===== src/rtl/pwm_pkg.sv =====
// Shared definitions for the PWM generator/decoder blocks: duty width, capture FSM
// states and a constant-foldable ceil(log2) helper.
package pwm_pkg;

  localparam int unsigned DUTY_WIDTH = 8;

  typedef enum logic [1:0] {
    StArm,
    StMeasure,
    StDivide
  } cap_state_e;

  // Bits needed to hold values 0..value-1; use clog2(max + 1) to hold max itself.
  function automatic int unsigned clog2(input int unsigned value);
    int unsigned result;
    int unsigned v;
    result = 0;
    v = (value == 0) ? 0 : value - 1;
    while (v != 0) begin
      result = result + 1;
      v = v >> 1;
    end
    return result;
  endfunction

endpackage


===== src/rtl/pwm_capture_div.sv =====
// Restoring divider producing an 8-bit quotient, one bit per cycle after start_i.
// Assumes the upper COUNT_WIDTH bits of the numerator are below the denominator.
module pwm_capture_div
  import pwm_pkg::*;
#(
  parameter int unsigned COUNT_WIDTH = 16
) (
  input  logic                              clk_i,
  input  logic                              rst_ni,
  input  logic                              clear_i,
  input  logic                              start_i,
  input  logic [COUNT_WIDTH+DUTY_WIDTH-1:0] num_i,
  input  logic [COUNT_WIDTH-1:0]            den_i,
  output logic [DUTY_WIDTH-1:0]             quot_o,
  output logic                              done_o
);

  logic [COUNT_WIDTH-1:0] rem_q, rem_d;
  logic [COUNT_WIDTH-1:0] den_q, den_d;
  logic [DUTY_WIDTH-1:0]  low_q, low_d;
  logic [DUTY_WIDTH-1:0]  quot_q, quot_d;
  logic [3:0]             cnt_q, cnt_d;
  logic                   busy_q, busy_d;
  logic                   done_q, done_d;

  logic [COUNT_WIDTH:0] trial;
  logic [COUNT_WIDTH:0] diff;
  logic                 fits;

  assign trial = {rem_q, low_q[DUTY_WIDTH-1]};
  assign diff  = trial - {1'b0, den_q};
  assign fits  = (trial >= {1'b0, den_q});

  always_comb begin
    rem_d  = rem_q;
    den_d  = den_q;
    low_d  = low_q;
    quot_d = quot_q;
    cnt_d  = cnt_q;
    busy_d = busy_q;
    done_d = 1'b0;
    if (clear_i) begin
      rem_d  = '0;
      low_d  = '0;
      quot_d = '0;
      cnt_d  = '0;
      busy_d = 1'b0;
    end else if (start_i) begin
      rem_d  = num_i[COUNT_WIDTH+DUTY_WIDTH-1:DUTY_WIDTH];
      low_d  = num_i[DUTY_WIDTH-1:0];
      den_d  = den_i;
      quot_d = '0;
      cnt_d  = 4'(DUTY_WIDTH);
      busy_d = 1'b1;
    end else if (busy_q) begin
      // Remainder stays below den, so both branches fit COUNT_WIDTH bits.
      rem_d  = fits ? diff[COUNT_WIDTH-1:0] : trial[COUNT_WIDTH-1:0];
      low_d  = {low_q[DUTY_WIDTH-2:0], 1'b0};
      quot_d = {quot_q[DUTY_WIDTH-2:0], fits};
      cnt_d  = cnt_q - 4'd1;
      if (cnt_q == 4'd1) begin
        busy_d = 1'b0;
        done_d = 1'b1;
      end
    end
  end

  always_ff @(posedge clk_i or negedge rst_ni) begin
    if (!rst_ni) begin
      rem_q  <= '0;
      den_q  <= '0;
      low_q  <= '0;
      quot_q <= '0;
      cnt_q  <= '0;
      busy_q <= 1'b0;
      done_q <= 1'b0;
    end else begin
      rem_q  <= rem_d;
      den_q  <= den_d;
      low_q  <= low_d;
      quot_q <= quot_d;
      cnt_q  <= cnt_d;
      busy_q <= busy_d;
      done_q <= done_d;
    end
  end

  assign quot_o = quot_q;
  assign done_o = done_q;

endmodule


===== src/rtl/pwm_capture.sv =====
// PWM input decoder: measures period and high time, reports duty on a 0..255 scale.
// Optional PWM_CAPTURE_GLITCH_FILTER_EN adds a 3-sample majority filter (+2 cycles latency).
module pwm_capture
  import pwm_pkg::*;
#(
  parameter int unsigned  CLK_FREQ       = 12_000_000,
  parameter int unsigned  MIN_FREQUENCY  = 250,
  localparam int unsigned TIMEOUT_CYCLES = CLK_FREQ / MIN_FREQUENCY,
  localparam int unsigned COUNT_WIDTH    = clog2(TIMEOUT_CYCLES + 1)
) (
  input  logic                   clk,
  input  logic                   nRst,
  input  logic                   enable,
  input  logic                   in,
  output logic [DUTY_WIDTH-1:0]  dutyCycle,
  output logic [COUNT_WIDTH-1:0] period,
  output logic                   valid,
  output logic                   idle,
  output logic                   overrun
);

  localparam logic [COUNT_WIDTH-1:0] Timeout = COUNT_WIDTH'(TIMEOUT_CYCLES);

  logic sync1_q, sync2_q, prev_q, level, rise;

`ifdef PWM_CAPTURE_GLITCH_FILTER_EN
  logic [1:0] hist_q;
  logic       filt_q;

  always_ff @(posedge clk or negedge nRst) begin
    if (!nRst) begin
      hist_q <= '0;
      filt_q <= 1'b0;
    end else begin
      hist_q <= {hist_q[0], sync2_q};
      filt_q <= (sync2_q & hist_q[0]) | (sync2_q & hist_q[1]) | (hist_q[0] & hist_q[1]);
    end
  end

  assign level = filt_q;
`else
  assign level = sync2_q;
`endif

  always_ff @(posedge clk or negedge nRst) begin
    if (!nRst) begin
      sync1_q <= 1'b0;
      sync2_q <= 1'b0;
      prev_q  <= 1'b0;
    end else begin
      sync1_q <= in;
      sync2_q <= sync1_q;
      prev_q  <= level;
    end
  end

  assign rise = level & ~prev_q;

  function automatic logic [COUNT_WIDTH-1:0] sat_inc(input logic [COUNT_WIDTH-1:0] value);
    return (value == Timeout) ? value : value + 1'b1;
  endfunction

  cap_state_e             state_q, state_d;
  logic [COUNT_WIDTH-1:0] period_cnt_q, period_cnt_d;
  logic [COUNT_WIDTH-1:0] high_cnt_q, high_cnt_d;
  logic [COUNT_WIDTH-1:0] lat_period_q, lat_period_d;
  logic [COUNT_WIDTH-1:0] out_period_q, out_period_d;
  logic [DUTY_WIDTH-1:0]  duty_q, duty_d;
  logic                   valid_q, valid_d;
  logic                   idle_q, idle_d;
  logic                   overrun_q, overrun_d;

  logic                  div_start, div_clear, div_done;
  logic [DUTY_WIDTH-1:0] div_quot;

  always_comb begin
    state_d      = state_q;
    period_cnt_d = sat_inc(period_cnt_q);
    high_cnt_d   = level ? sat_inc(high_cnt_q) : high_cnt_q;
    lat_period_d = lat_period_q;
    out_period_d = out_period_q;
    duty_d       = duty_q;
    idle_d       = idle_q;
    valid_d      = 1'b0;
    overrun_d    = 1'b0;
    div_start    = 1'b0;
    div_clear    = 1'b0;
    if (!enable) begin
      state_d      = StArm;
      period_cnt_d = '0;
      high_cnt_d   = '0;
      div_clear    = 1'b1;
    end else begin
      unique case (state_q)
        StArm: begin
          if (rise) begin
            period_cnt_d = '0;
            high_cnt_d   = COUNT_WIDTH'(1);
            state_d      = StMeasure;
          end
        end
        StMeasure: begin
          if (period_cnt_q == Timeout) begin
            duty_d       = level ? '1 : '0;
            out_period_d = '0;
            valid_d      = 1'b1;
            idle_d       = 1'b1;
            state_d      = StArm;
          end else if (rise) begin
            // The rising cycle itself is high and belongs to the next interval.
            div_start    = 1'b1;
            lat_period_d = period_cnt_q + 1'b1;
            period_cnt_d = '0;
            high_cnt_d   = COUNT_WIDTH'(1);
            state_d      = StDivide;
          end
        end
        StDivide: begin
          if (rise) begin
            overrun_d    = 1'b1;
            period_cnt_d = '0;
            high_cnt_d   = COUNT_WIDTH'(1);
          end
          if (div_done) begin
            duty_d       = div_quot;
            out_period_d = lat_period_q;
            valid_d      = 1'b1;
            idle_d       = 1'b0;
            state_d      = StMeasure;
          end
        end
        default: state_d = StArm;
      endcase
    end
  end

  always_ff @(posedge clk or negedge nRst) begin
    if (!nRst) begin
      state_q      <= StArm;
      period_cnt_q <= '0;
      high_cnt_q   <= '0;
      lat_period_q <= '0;
      out_period_q <= '0;
      duty_q       <= '0;
      valid_q      <= 1'b0;
      idle_q       <= 1'b1;
      overrun_q    <= 1'b0;
    end else begin
      state_q      <= state_d;
      period_cnt_q <= period_cnt_d;
      high_cnt_q   <= high_cnt_d;
      lat_period_q <= lat_period_d;
      out_period_q <= out_period_d;
      duty_q       <= duty_d;
      valid_q      <= valid_d;
      idle_q       <= idle_d;
      overrun_q    <= overrun_d;
    end
  end

  pwm_capture_div #(
    .COUNT_WIDTH(COUNT_WIDTH)
  ) u_div (
    .clk_i  (clk),
    .rst_ni (nRst),
    .clear_i(div_clear),
    .start_i(div_start),
    .num_i  ({high_cnt_q, {DUTY_WIDTH{1'b0}}}),
    .den_i  (period_cnt_q + 1'b1),
    .quot_o (div_quot),
    .done_o (div_done)
  );

  assign dutyCycle = duty_q;
  assign period    = out_period_q;
  assign valid     = valid_q;
  assign idle      = idle_q;
  assign overrun   = overrun_q;

endmodule


===== config.mk =====
export PLATFORM = sky130hd
export DESIGN_NAME = pwm_capture
export DESIGN_NICKNAME = d
export VERILOG_FILES = /design/src/rtl/pwm_pkg.sv /design/src/rtl/pwm_capture_div.sv /design/src/rtl/pwm_capture.sv
export SDC_FILE = /design/constraint.sdc
export NUM_CORES = 1
export LEC_CHECK = 0
export CORE_MARGIN = 3
export CORE_UTILIZATION = 60
export CTS_BUF_LIST = sky130_fd_sc_hd__clkbuf_8
export CTS_CLUSTER_SIZE = 20
export DETAILED_ROUTE_END_ITERATION = 8
export GPL_ROUTABILITY_DRIVEN = 0
export PLACE_DENSITY = 0.87
export RECOVER_POWER = 25
export SYNTH_ARGS = -nofsm -noshare
export SYNTH_HDL_FRONTEND = slang
export SYNTH_SLANG_ARGS = --single-unit

===== constraint.sdc =====
create_clock -name clk -period 4.79 [get_ports clk]
set_input_delay 0.7185 -clock clk [delete_from_list [all_inputs] [get_ports clk]]
set_output_delay 0.7185 -clock clk [all_outputs]
set_load 0.01 [all_outputs]

-- Yosys cells after proc, flatten, opt, wreduce, memory -nomap -nowiden
Index checks and enable logic that the tools add are counted.
- register bits: 134
- input bits: 4
- output and inout port bits: 27
- word-level logic and storage cells: 103
- add/subtract/negate cells: 4
- magnitude comparators: 1
- equal/unequal tests: 11
- muxes and demuxes: 58
- bitwise operators: 3
- reduce and logical (&&, ||, !) cells: 7
- operator list (cell ; count):
    16-bit two-way mux ; 15
    16-bit case mux with 2 select lines ; 3
    8-bit two-way mux ; 9
    16-bit by 1-bit adder with 16-bit output (second input constant) ; 2
    16-bit equality test (second input constant) ; 2
    1-bit two-way mux ; 19
    17-bit by 16-bit >= comparator with 1-bit output ; 1
    8-bit case mux with 2 select lines ; 1
    16-bit subtractor ; 1
    4-bit two-way mux ; 3
    2-bit two-way mux ; 5
    4-bit AND reduction ; 2
    2-bit case mux with 3 select lines ; 1
    4-bit by 1-bit equality test with 1-bit output (second input constant) ; 1
    4-bit != test (second input constant) ; 1
    1-bit case mux with 2 select lines ; 2
    4-bit by 1-bit subtractor with 4-bit output (second input constant) ; 1
    3-bit by 1-bit != test with 1-bit output (second input constant) ; 1
    3-bit by 2-bit != test with 1-bit output (second input constant) ; 1
    3-bit != test (second input constant) ; 1
    3-bit AND reduction ; 1
    2-bit by 1-bit equality test with 1-bit output (second input constant) ; 1
    2-bit equality test (second input constant) ; 1
    2-bit logical NOT ; 1
    other kinds (7) ; 8

-- Logic depth before layout (Yosys ltp)
Gate-level depths: netlist of run 1.
- depth in word-level cells: 8
- gate-level depth with buffers: 12
- mapped depth without buffers: 9

-- By module
A second synthesis of run 1 with hierarchy kept.
- cell total of the unflattened synthesis: 698
- area total of the unflattened synthesis: 7026.7 µm²
- modules (own cells, without submodules) (module ; instances ; cells an instance ; area each (µm²) ; sequential area each (µm²)):
    pwm_capture ; 1 ; 334 ; 3728.6 ; 2003.2
    pwm_capture_div ; 1 ; 364 ; 3298.2 ; 1351.3

-- Worst setup path before layout of run 1
No wires, ideal clock.
- path type: reg2reg
- from: register u_div.rem_q[3]
- to: register u_div.rem_q[15]
- setup time: 0.092 ns
- arrival: 2.154 ns
- data required time: 4.698 ns
- slack: 2.544 ns
- stages on the path, launching flop included: 9
- path buffers: 0
- period minus slack after synthesis: 2.246 ns
- cell sequence: dfrtp_1 -> ha_1 -> a21o_1 -> a31oi_1 -> a21oi_1 -> or2_4 -> o21a_1 -> o41a_1 -> o31ai_2
- longest elaborated chain between the ends: 5
- elaborated cells between the ends (all ways): 6
- classes of those cells: add/sub (1); order compare (1); mux (4)
- RTL lines (item ; line ; source):
    start, declared ; pwm_capture_div.sv:18 ; logic [COUNT_WIDTH-1:0] rem_q, rem_d;
    start signal, assigned ; pwm_capture_div.sv:78 ; rem_q <= rem_d;
    16-bit subtractor or 17-bit by 16-bit >= comparator with 1-bit output (tied branches) ; pwm_capture_div.sv:31, pwm_capture_div.sv:32 ;
    16-bit two-way mux * ; pwm_capture_div.sv:57 ; rem_d = fits ? diff[COUNT_WIDTH-1:0] : trial[COUNT_WIDTH-1:0];
    16-bit two-way mux * ; pwm_capture_div.sv:55 ; end else if (busy_q) begin
    16-bit two-way mux * ; pwm_capture_div.sv:48 ; end else if (start_i) begin
    16-bit two-way mux * ; pwm_capture_div.sv:42 ; if (clear_i) begin
Every way passes the cells marked *; elsewhere a longest branch is shown, timed or not. The select of a mux whose other input is x is not followed.
A chain may end at the register's enable or synchronous reset.

-- Worst setup path after layout of run 1
- from: register period_cnt_q[0]
- to: register u_div.den_q[2]
- longest elaborated chain between the ends: 5
- elaborated cells between the ends (all ways): 6
- classes of those cells: add/sub (1); eq/ne (1); mux (3); reduce/logical (1)
- RTL lines (item ; line ; source):
    start, declared ; pwm_capture.sv:64 ; logic [COUNT_WIDTH-1:0] period_cnt_q, period_cnt_d;
    start signal, assigned ; pwm_capture.sv:150 ; period_cnt_q <= period_cnt_d;
    16-bit equality test ; pwm_capture.sv:103 ; if (period_cnt_q == Timeout) begin
    1-bit two-way mux ; pwm_capture.sv:103 ;
    1-bit two-way mux ; pwm_capture.sv:94 ; unique case (state_q)
    1-bit two-way mux ; pwm_capture.sv:88 ; if (!enable) begin
    2-bit AND reduction (no line) ; -- ;
    end signal, assigned ; pwm_capture_div.sv:79 ; den_q <= den_d;
    end, declared ; pwm_capture_div.sv:19 ; logic [COUNT_WIDTH-1:0] den_q, den_d;
Parallel ways exist; a longest one is shown, timed or not.

==> impl_metrics.toml, run 1 <==
[clock_tree]
post_cts_setup_driven_buffer_insertion_count = 0
tritoncts.num_buffers = 17
clock_insertion_delay_worst_skew_ps = 450
holdBufCountCts = 0
clockRootBuffer = "sky130_fd_sc_hd__clkbuf_8"
clock_sinks = 126
cts_resized = 0
cts_buffer_depth = 2
htreeDepth = 4
tritoncts = "yes"
clk_pin_slew_ps = 80

[critical_path]
crit_start = "period_cnt_q[0]"
critical_path.cell_chain = "inv_1, ha_1, nor4bb_1, nand4_1, and3_1, nand2_1, nor2_1, a21oi_1"
worstSetupPathType = "flip-flop to flip-flop"
worst-endpoint-arrival_ps = 3690
worst-r2r-cell-count = 8
ff2ff_setup_slack_ps = 1410
timing.critical_path.to_type = "flip-flop"
critPathMaxFanout = 21
timing.critical_path.slowest_stage_cell = "sky130_fd_sc_hd__and3_1"
crit_path_max_incr_delay_ps = 700
last_element_of_the_critical_path = "u_div.den_q[2]"
crit_path_start_kind = "flip-flop"
regToRegEndpoint = "u_div.den_q[2]"
worstPathRequired_ps = 5100
worst_r2r_startpoint = "period_cnt_q[0]"

[yosys]
synth_compound_gate_area_share = 0.145
post_synth_instance_area_um2 = 6550
post_synth_inst_count = 699
synth.mux.area_fraction = 0.0325
synth-simple-area-share = 0.187
yosysTopAreaCell = "sky130_fd_sc_hd__dfrtp_1"
synth_top_family_by_area = "simple AND/OR/NAND/NOR gates"
syn-mean-instance-area_um2 = 9.38
yosys_warnings = 0
top_cells_by_area_synth = "sky130_fd_sc_hd__dfrtp_1 (48%), sky130_fd_sc_hd__nand2_1 (5.6%), sky130_fd_sc_hd__ha_1 (5.0%), sky130_fd_sc_hd__nor2_1 (4.1%), sky130_fd_sc_hd__xor2_1 (3.3%)"
seq_area_frac_synth = 0.481
post-synth-top-area-fraction = 0.477
synthDistinctLibCells = 62
async_flop_share = 1.00
synthAdderAreaFrac = 0.0527
post_synthesis_register_bit_count = 126
synth_top_flop_cell = "sky130_fd_sc_hd__dfrtp_1"
postSynthNetCount = 730
synth_xor_xnor_area_share = 0.0601
synth_enable_flop_cells = 0

[grt]
vias_in_the_first_global_route = 5430
grt_first_pass_wirelength_mm = 26.7
antenna_found_initial = 0
grt_start_max_net_pins = 59
grtUsageTotal = 0.269
overflow = 0

[place]
dp_slack_ps = 1080
dp.final_hpwl_mm = 11.0
numPortBuffers = 30

[timing]
unrepaired_setup_endpoints_after_global_routing = "no"
max_clock_freq_mhz = 296
layout_worst_path_cycle_share = 0.706
post-route-min-period_ps = 3380
worst_pin_slew_ps = 1850
timing_hold_violations_final = 0
count_of_final_max_slew_check_failures = 72
report.final.setup_viol = 0
timing.final.ws_setup_ps = 1410
maxSlewHeadroom = -0.232
setup_skew_ps = 16.6
setup_tns_ps = 0

[floorplanning]
fp-row-count = 37
start_util = 0.626
die_footprint_um2 = 12200
floorplan.die.width_um = 111
die_height_um = 111
floorplan_core_area_um2 = 10500
boundaryPins = 31

[cells_and_area]
leading_cell_types_in_the_layout_fill_and_taps_excluded = "sky130_fd_sc_hd__dfrtp_1 (125), sky130_fd_sc_hd__nand2_1 (98), sky130_fd_sc_hd__nor2_1 (71)"
diodes = 0
finish.utilization = 0.701
final_layout_size_suffix_gt1_frac = 0.0669
nFillCells = 772
fin_nets = 750
most_frequent_standard_cell_in_the_layout_excluding_fill_and_tap_cells = "sky130_fd_sc_hd__dfrtp_1"
area.growth.synth_to_final_pct = 12.0

[power]
power.ir.vdd_worst_mv = 0.339
swShare = 0.350
pwr-share-seq = 0.417
power.density_cell_area_nw_per_um2 = 461
p_sw_mw = 1.19
power.leakage_nw = 3.30
internal_power_mw = 2.20
comb_power_share = 0.285
clkPwrFrac = 0.297

[routing]
drc_errors_left = 0
detail_route.vias_per_cell = 6.21
detail_route.wirelength_mm = 16.2
ant_nets = 0
drt-wirelength-per-cell_um = 18.6
detailedRoute.firstPassIterationCount = 6
drt_first_iter_violations = 592
num_vias = 5391

[run_status]
failed_checks = "capacitance limit, slew limit"
status = "finished with violations"

[min_path]
hold_class = "flip-flop to flip-flop"

[job]
drv.max_cap_violation_count = 2
[power by group through the flow]
stage	Sequential [mW]	Combinational (mW)	Clock, mW
final	1.41	0.966	1.01
after detailed placement	1.43	0.941	0
after floorplan	1.41	0.600	0
after global placement	1.42	0.889	0
after global routing	1.44	1.05	1.05
after CTS	1.41	0.956	1.01
[critical path: cells and delay by family, from the launching register on]
kind / cells / cell delay (ps)
flip-flops: 1 / 540
AND/OR/NAND/NOR: 5 / 2330
adder cells (fa/ha/maj): 1 / 210
AO/OA/AOI/OAI: 1 / 70
buffers and inverters: 1 / 90
[layer usage]
metal	global-route usage	vias to the layer above	wire length (um)
met5	0	-	0
met4	0.0969	0	452
li1	-	2438	-
met1	0.350	2644	6630
met2	0.442	253	7830
met3	0.0652	56	1240
[area by class of cell]
class,count,area (um2),share of cell area
tap,136,170,0.0232
clock inverter,14,181,0.0247
timing repair buffer,35,328,0.0447
sequential,126,3150,0.430
multi-input combinational,506,3130,0.427
clock buffer,18,248,0.0338
inverter,33,124,0.0169
[registers in the layout (all words and copies together), names as in the netlist, 2 cells and up]
| name | flops |
|---|---|
| period | 16 |
| u_div.quot_o | 8 |
| u_div.den_q | 16 |
| state_q | 2 |
| high_cnt_q | 16 |
| dutyCycle | 8 |
| u_div.rem_q | 16 |
| u_div.cnt_q | 4 |
| period_cnt_q | 16 |
| lat_period_q | 16 |
[synthesized netlist by cell type (all sizes together), types with 10 or more instances]
cell type,instances
nand4,10
and3,19
xnor2,20
nand2,98
inv,32
a21oi,39
o21ai,43
ha,26
xor2,25
mux2i,19
buf,10
nor2,72
o21a,14
dfrtp,125
nand3,23
clkbuf,24
[through the flow]
step | hold slack [ps] | cell area [um2] | power [mW] | cells
5_1_grt | 388 | 7340 | 3.55 | 868
3_3_place_gp | 339 | 6920 | 2.30 | 836
3_5_place_dp | 339 | 6920 | 2.37 | 836
6_report | 375 | 7340 | 3.38 | 868
4_1_cts | 193 | 7350 | 3.37 | 868
2_1_floorplan | 331 | 6550 | 2.01 | 699
[how the worst min path moves through the flow]
stage,startpoint,end,depth (start not counted),slack (ps)
floorplan,sync1_q,level,0,330
global placement,sync1_q,level,0,340
detailed placement,sync1_q,level,0,340
CTS,nRst,period[8],1,190
global route,sync1_q,level,0,390
finish,sync1_q,level,0,370
[kinds of logic after synthesis]
kind of cell / count (synthesis)
AOI/OAI and AO/OA: 150
xor gates and xnor gates: 45
adders and majority gates: 27
buffers and inverters: 67
DFF: 126
muxes: 21
and+or+nand+nor: 263
Note: power is estimated with default switching activity, not from simulation.
==> run 2, diff against run 1 <==
CORE_UTILIZATION = 57   (was 60)
clock period = 2.9 ns   (was 4.79 ns; I/O delays follow)
==> run 2 against run 1 <==
  * The flow still finishes with violations (capacitance limit, slew limit)
  * Register-to-register slack got worse by 1200 ps
  * Clock power rose by 59%
  * Worst hold slack got worse by 18 ps
==> impl_metrics.toml, run 2 (synthesized netlist as in run 1, its figures left out) <==
[run_status]
status = "finished with violations"
failed_checks = "capacitance limit, slew limit"

[critical_path]
crit_path_start_kind = "flip-flop"
ff2ff_setup_slack_ps = 200
timing.critical_path.to_type = "flip-flop"
worstSetupPathType = "flip-flop to flip-flop"
worst-r2r-cell-count = 7
worst-endpoint-arrival_ps = 3050
regToRegEndpoint = "u_div.rem_q[15]"
worst_r2r_startpoint = "period_cnt_q[1]"
worstPathRequired_ps = 3250
critPathMaxFanout = 18

[grt]
antenna_found_initial = 0
grt_util_met3 = 0.0588
overflow = 0
vias_in_the_first_global_route = 5219
grtUsageTotal = 0.254
globalRoute.busiestLayer = "met2"
grt_start_max_net_pins = 64
grt_first_pass_wirelength_mm = 25.9
groute.layer.met1.usage = 0.339
grt_use_met2 = 0.398

[power]
power.ir.vdd_worst_mv = 0.589
power.density_cell_area_nw_per_um2 = 745
totalPowerFinal_mw = 5.53
power.leakage_nw = 3.33

[place]
dp.final_hpwl_mm = 10.9
numPortBuffers = 30
dpl-instance-area_um2 = 7010

[floorplanning]
start_util = 0.594
boundaryPins = 31
die_height_um = 113
floorplan_core_area_um2 = 11000
floorplan.die.width_um = 113
fp-row-count = 38
die_footprint_um2 = 12800

[routing]
ant_nets = 0
detailedRoute.firstPassIterationCount = 5
drt_first_iter_violations = 489
detail_route.wirelength_mm = 15.4
num_vias = 5226
drc_errors_left = 0
drt-wirelength-per-cell_um = 17.5
detail_route.vias_per_cell = 5.95

[min_path]
hold_class = "input port to asynchronous set/reset pin"

[cells_and_area]
leading_cell_types_in_the_layout_fill_and_taps_excluded = "sky130_fd_sc_hd__dfrtp_1 (125), sky130_fd_sc_hd__nand2_1 (98), sky130_fd_sc_hd__nor2_1 (71)"
nFillCells = 814
layout.cell_area.non_filler_um2 = 7420
fin_nets = 758
diodes = 0
most_frequent_standard_cell_in_the_layout_excluding_fill_and_tap_cells = "sky130_fd_sc_hd__dfrtp_1"
final_layout_size_suffix_gt1_frac = 0.0772
area.growth.synth_to_final_pct = 13.2

[clock_tree]
cts_resized = 0
holdBufCountCts = 0
post_cts_setup_driven_buffer_insertion_count = 0
cts_buffer_depth = 2
clock_sinks = 126
clockRootBuffer = "sky130_fd_sc_hd__clkbuf_8"
tritoncts.num_buffers = 17
clock_insertion_delay_worst_skew_ps = 450
clk_pin_slew_ps = 80
htreeDepth = 4
tritoncts = "yes"

[timing]
setup_skew_ps = 13.7
worst_pin_slew_ps = 1540
post-route-min-period_ps = 2700
timing_hold_violations_final = 0
maxSlewHeadroom = -0.0269
unrepaired_setup_endpoints_after_global_routing = "no"
max_clock_freq_mhz = 371
count_of_final_max_slew_check_failures = 64
layout_worst_path_cycle_share = 0.930
report.final.setup_viol = 0
setup_tns_ps = 0

[job]
drv.max_cap_violation_count = 1
==> run 2: cell types whose count changed in the layout (fill, tap and decap cells not counted), sizes merged <==
cell | before | now
buf | 4 | 12
bufinv | 3 | 4
clkinv | 7 | 3
clkinvlp | 1 | 5
inv | 36 | 33
==> run 2: area by class of cell <==
type	instances	area [um2]	share of cell area
clock buffers	18	248	0.0334
well taps	140	175	0.0236
inverters	33	124	0.0167
repair buffers	43	403	0.0543
clock inverters	12	171	0.0231
multi-input cells	506	3140	0.424
flip-flops and latches	126	3150	0.425
==> run 2: through the flow <==
| step | utilization | instances | hold WS (ps) | setup WS (ps) |
|---|---|---|---|---|
| after floorplan | - | 699 | 139 | 654 |
| after global placement | 0.635 | 848 | 340 | 370 |
| after detailed placement | 0.635 | 848 | 336 | 167 |
| after CTS | 0.673 | 878 | 86.0 | 150 |
| after global routing | 0.672 | 878 | 368 | 1.26 |
| final | 0.672 | 878 | 356 | 204 |
==> run 2: report_power, final <==
group | switching, mW | internal [mW] | total, mW
sequential | 0.192 | 2.10 | 2.29
clock | 0.674 | 0.941 | 1.61
combinational | 0.957 | 0.660 | 1.62
==> run 2: layer usage <==
| layer | vias to the layer above | share of wire |
|---|---|---|
| li1 | 2466 | - |
| met4 | 0 | 0.026 |
| met3 | 34 | 0.077 |
| met1 | 2493 | 0.43 |
| met5 | - | 0 |
| met2 | 233 | 0.47 |
==> run 2: how the worst max path moves through the flow <==
stage | to | start | slack, ps
3_5_place_dp | period_cnt_q[2] | period_cnt_q[1] | 170
6_report | u_div.rem_q[15] | period_cnt_q[1] | 200
3_3_place_gp | period_cnt_q[14] | period_cnt_q[1] | 370
5_1_grt | dutyCycle[0] | period_cnt_q[1] | 1
2_1_floorplan | u_div.rem_q[15] | u_div.rem_q[3] | 650
4_1_cts | period_cnt_q[2] | period_cnt_q[1] | 150
==> run 2: worst max-delay path, cell delays in order, from the launching register on <==
cell and delay (ps):
sky130_fd_sc_hd__dfrtp_1 450, sky130_fd_sc_hd__inv_1 110, sky130_fd_sc_hd__ha_1 140, sky130_fd_sc_hd__nor4bb_1 280, sky130_fd_sc_hd__nand4_1 420, sky130_fd_sc_hd__nand3_2 420, sky130_fd_sc_hd__nand3_1 420, sky130_fd_sc_hd__o31ai_2 360
==> run 3, diff against run 2 <==
CORE_UTILIZATION = 30   (was 57)
PLACE_DENSITY = 0.55   (was 0.87)
==> run 3 against run 2 <==
  * Critical endpoint is now u_div.rem_q[12]
  * Clock skew is 6.2 ps lower
  * The flow now finishes without violations
  * Highest routed layer unchanged
  * Critical path depth is 1 higher
  * Sequential power hardly changed
  * Combinational power is 4% lower
  * Total power hardly changed
  * Clock power is 6% higher
  * Sequential share of layout area is 1.2 points lower
  * Register-to-register slack better by 90 ps
  * Wire length is 0.91% higher
==> impl_metrics.toml, run 3 (synthesized netlist as in run 1, its figures left out) <==
[critical_path]
worstPathRequired_ps = 3210
worstSetupPathType = "flip-flop to flip-flop"
crit_path_start_kind = "flip-flop"
timing.critical_path.to_type = "flip-flop"
worst-endpoint-arrival_ps = 2920
critPathMaxFanout = 4

[floorplanning]
floorplan_core_area_um2 = 21200
floorplan.die.width_um = 154
fp-row-count = 53
boundaryPins = 31
die_footprint_um2 = 23700
die_height_um = 154
start_util = 0.309

[routing]
detail_route.vias_per_cell = 4.89
detail_route.wirelength_mm = 15.5
drt-wirelength-per-cell_um = 15.2
ant_nets = 0
num_vias = 4982
drt_first_iter_violations = 292
drc_errors_left = 0
detailedRoute.firstPassIterationCount = 5

[timing]
report.final.setup_viol = 0
worst_pin_slew_ps = 1180
unrepaired_setup_endpoints_after_global_routing = "no"
post-route-min-period_ps = 2600
timing.final.ws_setup_ps = 296
max_clock_freq_mhz = 384
timing_hold_violations_final = 0
layout_worst_path_cycle_share = 0.898
count_of_final_max_slew_check_failures = 0
setup_tns_ps = 0
maxSlewHeadroom = 0.213
setup_skew_ps = 7.49

[place]
dp_slack_ps = 305
dpl-instance-area_um2 = 7220
dp_cells = 987
numPortBuffers = 30
dp.final_hpwl_mm = 11.0

[power]
comb_power_share = 0.282
swShare = 0.326
clkPwrFrac = 0.307
power.ir.vdd_worst_mv = 0.219
internal_power_mw = 3.72
p_sw_mw = 1.80
power.leakage_nw = 3.37
power.density_cell_area_nw_per_um2 = 725
pwr-share-seq = 0.412

[cells_and_area]
final_layout_size_suffix_gt1_frac = 0.0847
diodes = 0
fin_nets = 762
layout.cells.non_filler = 1019
area.growth.synth_to_final_pct = 16.3
layout.cell_area.non_filler_um2 = 7620
nFillCells = 2210
most_frequent_standard_cell_in_the_layout_excluding_fill_and_tap_cells = "sky130_fd_sc_hd__dfrtp_1"
finish.utilization = 0.359
leading_cell_types_in_the_layout_fill_and_taps_excluded = "sky130_fd_sc_hd__dfrtp_1 (125), sky130_fd_sc_hd__nand2_1 (98), sky130_fd_sc_hd__nor2_1 (71)"

[clock_tree]
clock_insertion_delay_worst_skew_ps = 430
clock_sinks = 126
post_cts_setup_driven_buffer_insertion_count = 0
cts_resized = 0
clk_pin_slew_ps = 80
clockRootBuffer = "sky130_fd_sc_hd__clkbuf_8"
cts_buffer_depth = 2
tritoncts.num_buffers = 17
tritoncts = "yes"
htreeDepth = 4
holdBufCountCts = 0

[run_status]
status = "finished, final reports clean"

[grt]
antenna_found_initial = 0
grt_start_max_net_pins = 49
grtUsageTotal = 0.138
grt_first_pass_wirelength_mm = 26.5
overflow = 0
vias_in_the_first_global_route = 4936

[job]
drv.max_cap_violation_count = 0

[min_path]
hold_class = "input port to asynchronous set/reset pin"
-- run 3: cell count changes in the layout (fill, tap and decap cells not counted), moves of 2 or more --
cell                         delta
sky130_fd_sc_hd__clkinvlp_4     -4
sky130_fd_sc_hd__clkinv_4       +4
sky130_fd_sc_hd__buf_4          +3
sky130_fd_sc_hd__clkinv_2       +2
-- run 3: per-stage QoR --
| stage | hold slack [ps] | power, mW |
|---|---|---|
| 2_1_floorplan | 139 | 3.32 |
| 3_3_place_gp | 334 | 3.87 |
| 3_5_place_dp | 341 | 3.89 |
| 4_1_cts | 9.80 | 5.62 |
| 5_1_grt | 322 | 5.92 |
| 6_report | 235 | 5.52 |
-- run 3: final timing paths --
| check | from | endpoint | slack (ps) | cells past startpoint |
|---|---|---|---|---|
| setup / recovery | u_div.den_q[0] | u_div.rem_q[12] | 300 | 8 |
| hold / removal | nRst | period[9] | 240 | 1 |
| setup reg to reg | u_div.den_q[0] | u_div.rem_q[12] | 300 | 8 |
| hold reg to reg | sync1_q | level | 360 | 0 |
| max in group asynchronous | nRst | u_div.done_o | 1040 | 2 |
| min in group clk | sync1_q | level | 360 | 0 |
-- run 3: power by group through the flow --
stage	Clock, mW	Combinational (mW)	Sequential (mW)
final	1.70	1.56	2.27
after global placement	0	1.57	2.30
after floorplan	0	0.992	2.32
after CTS	1.75	1.59	2.28
after global routing	1.82	1.77	2.32
after detailed placement	0	1.58	2.31
-- run 3: critical path, stage by stage, from the launching register on --
cell	delay, ps
sky130_fd_sc_hd__dfrtp_1	410
sky130_fd_sc_hd__inv_1	100
sky130_fd_sc_hd__fa_1	450
sky130_fd_sc_hd__a21o_1	210
sky130_fd_sc_hd__a221oi_1	500
sky130_fd_sc_hd__o21bai_1	190
sky130_fd_sc_hd__mux2i_1	200
sky130_fd_sc_hd__nor3b_1	90
sky130_fd_sc_hd__o311a_1	330
-- run 3: final cells by class --
| type | count | area, um2 | area share |
|---|---|---|---|
| Clock buffer | 18 | 248 | 0.0325 |
| Clock inverter | 14 | 191 | 0.0251 |
| Inverter | 33 | 124 | 0.0162 |
| Multi-Input combinational cell | 506 | 3130 | 0.411 |
| Sequential cell | 126 | 3150 | 0.414 |
| Tap cell | 275 | 344 | 0.0451 |
| Timing Repair Buffer | 47 | 430 | 0.0564 |
-- run 3: metal layers --
| metal | GRT usage | vias up | routed length, um |
|---|---|---|---|
| li1 | - | 2473 | - |
| met1 | 0.192 | 2411 | 7520 |
| met2 | 0.216 | 90 | 7250 |
| met3 | 0.0304 | 8 | 603 |
| met4 | 0.0416 | 0 | 127 |
| met5 | 0 | - | 0 |
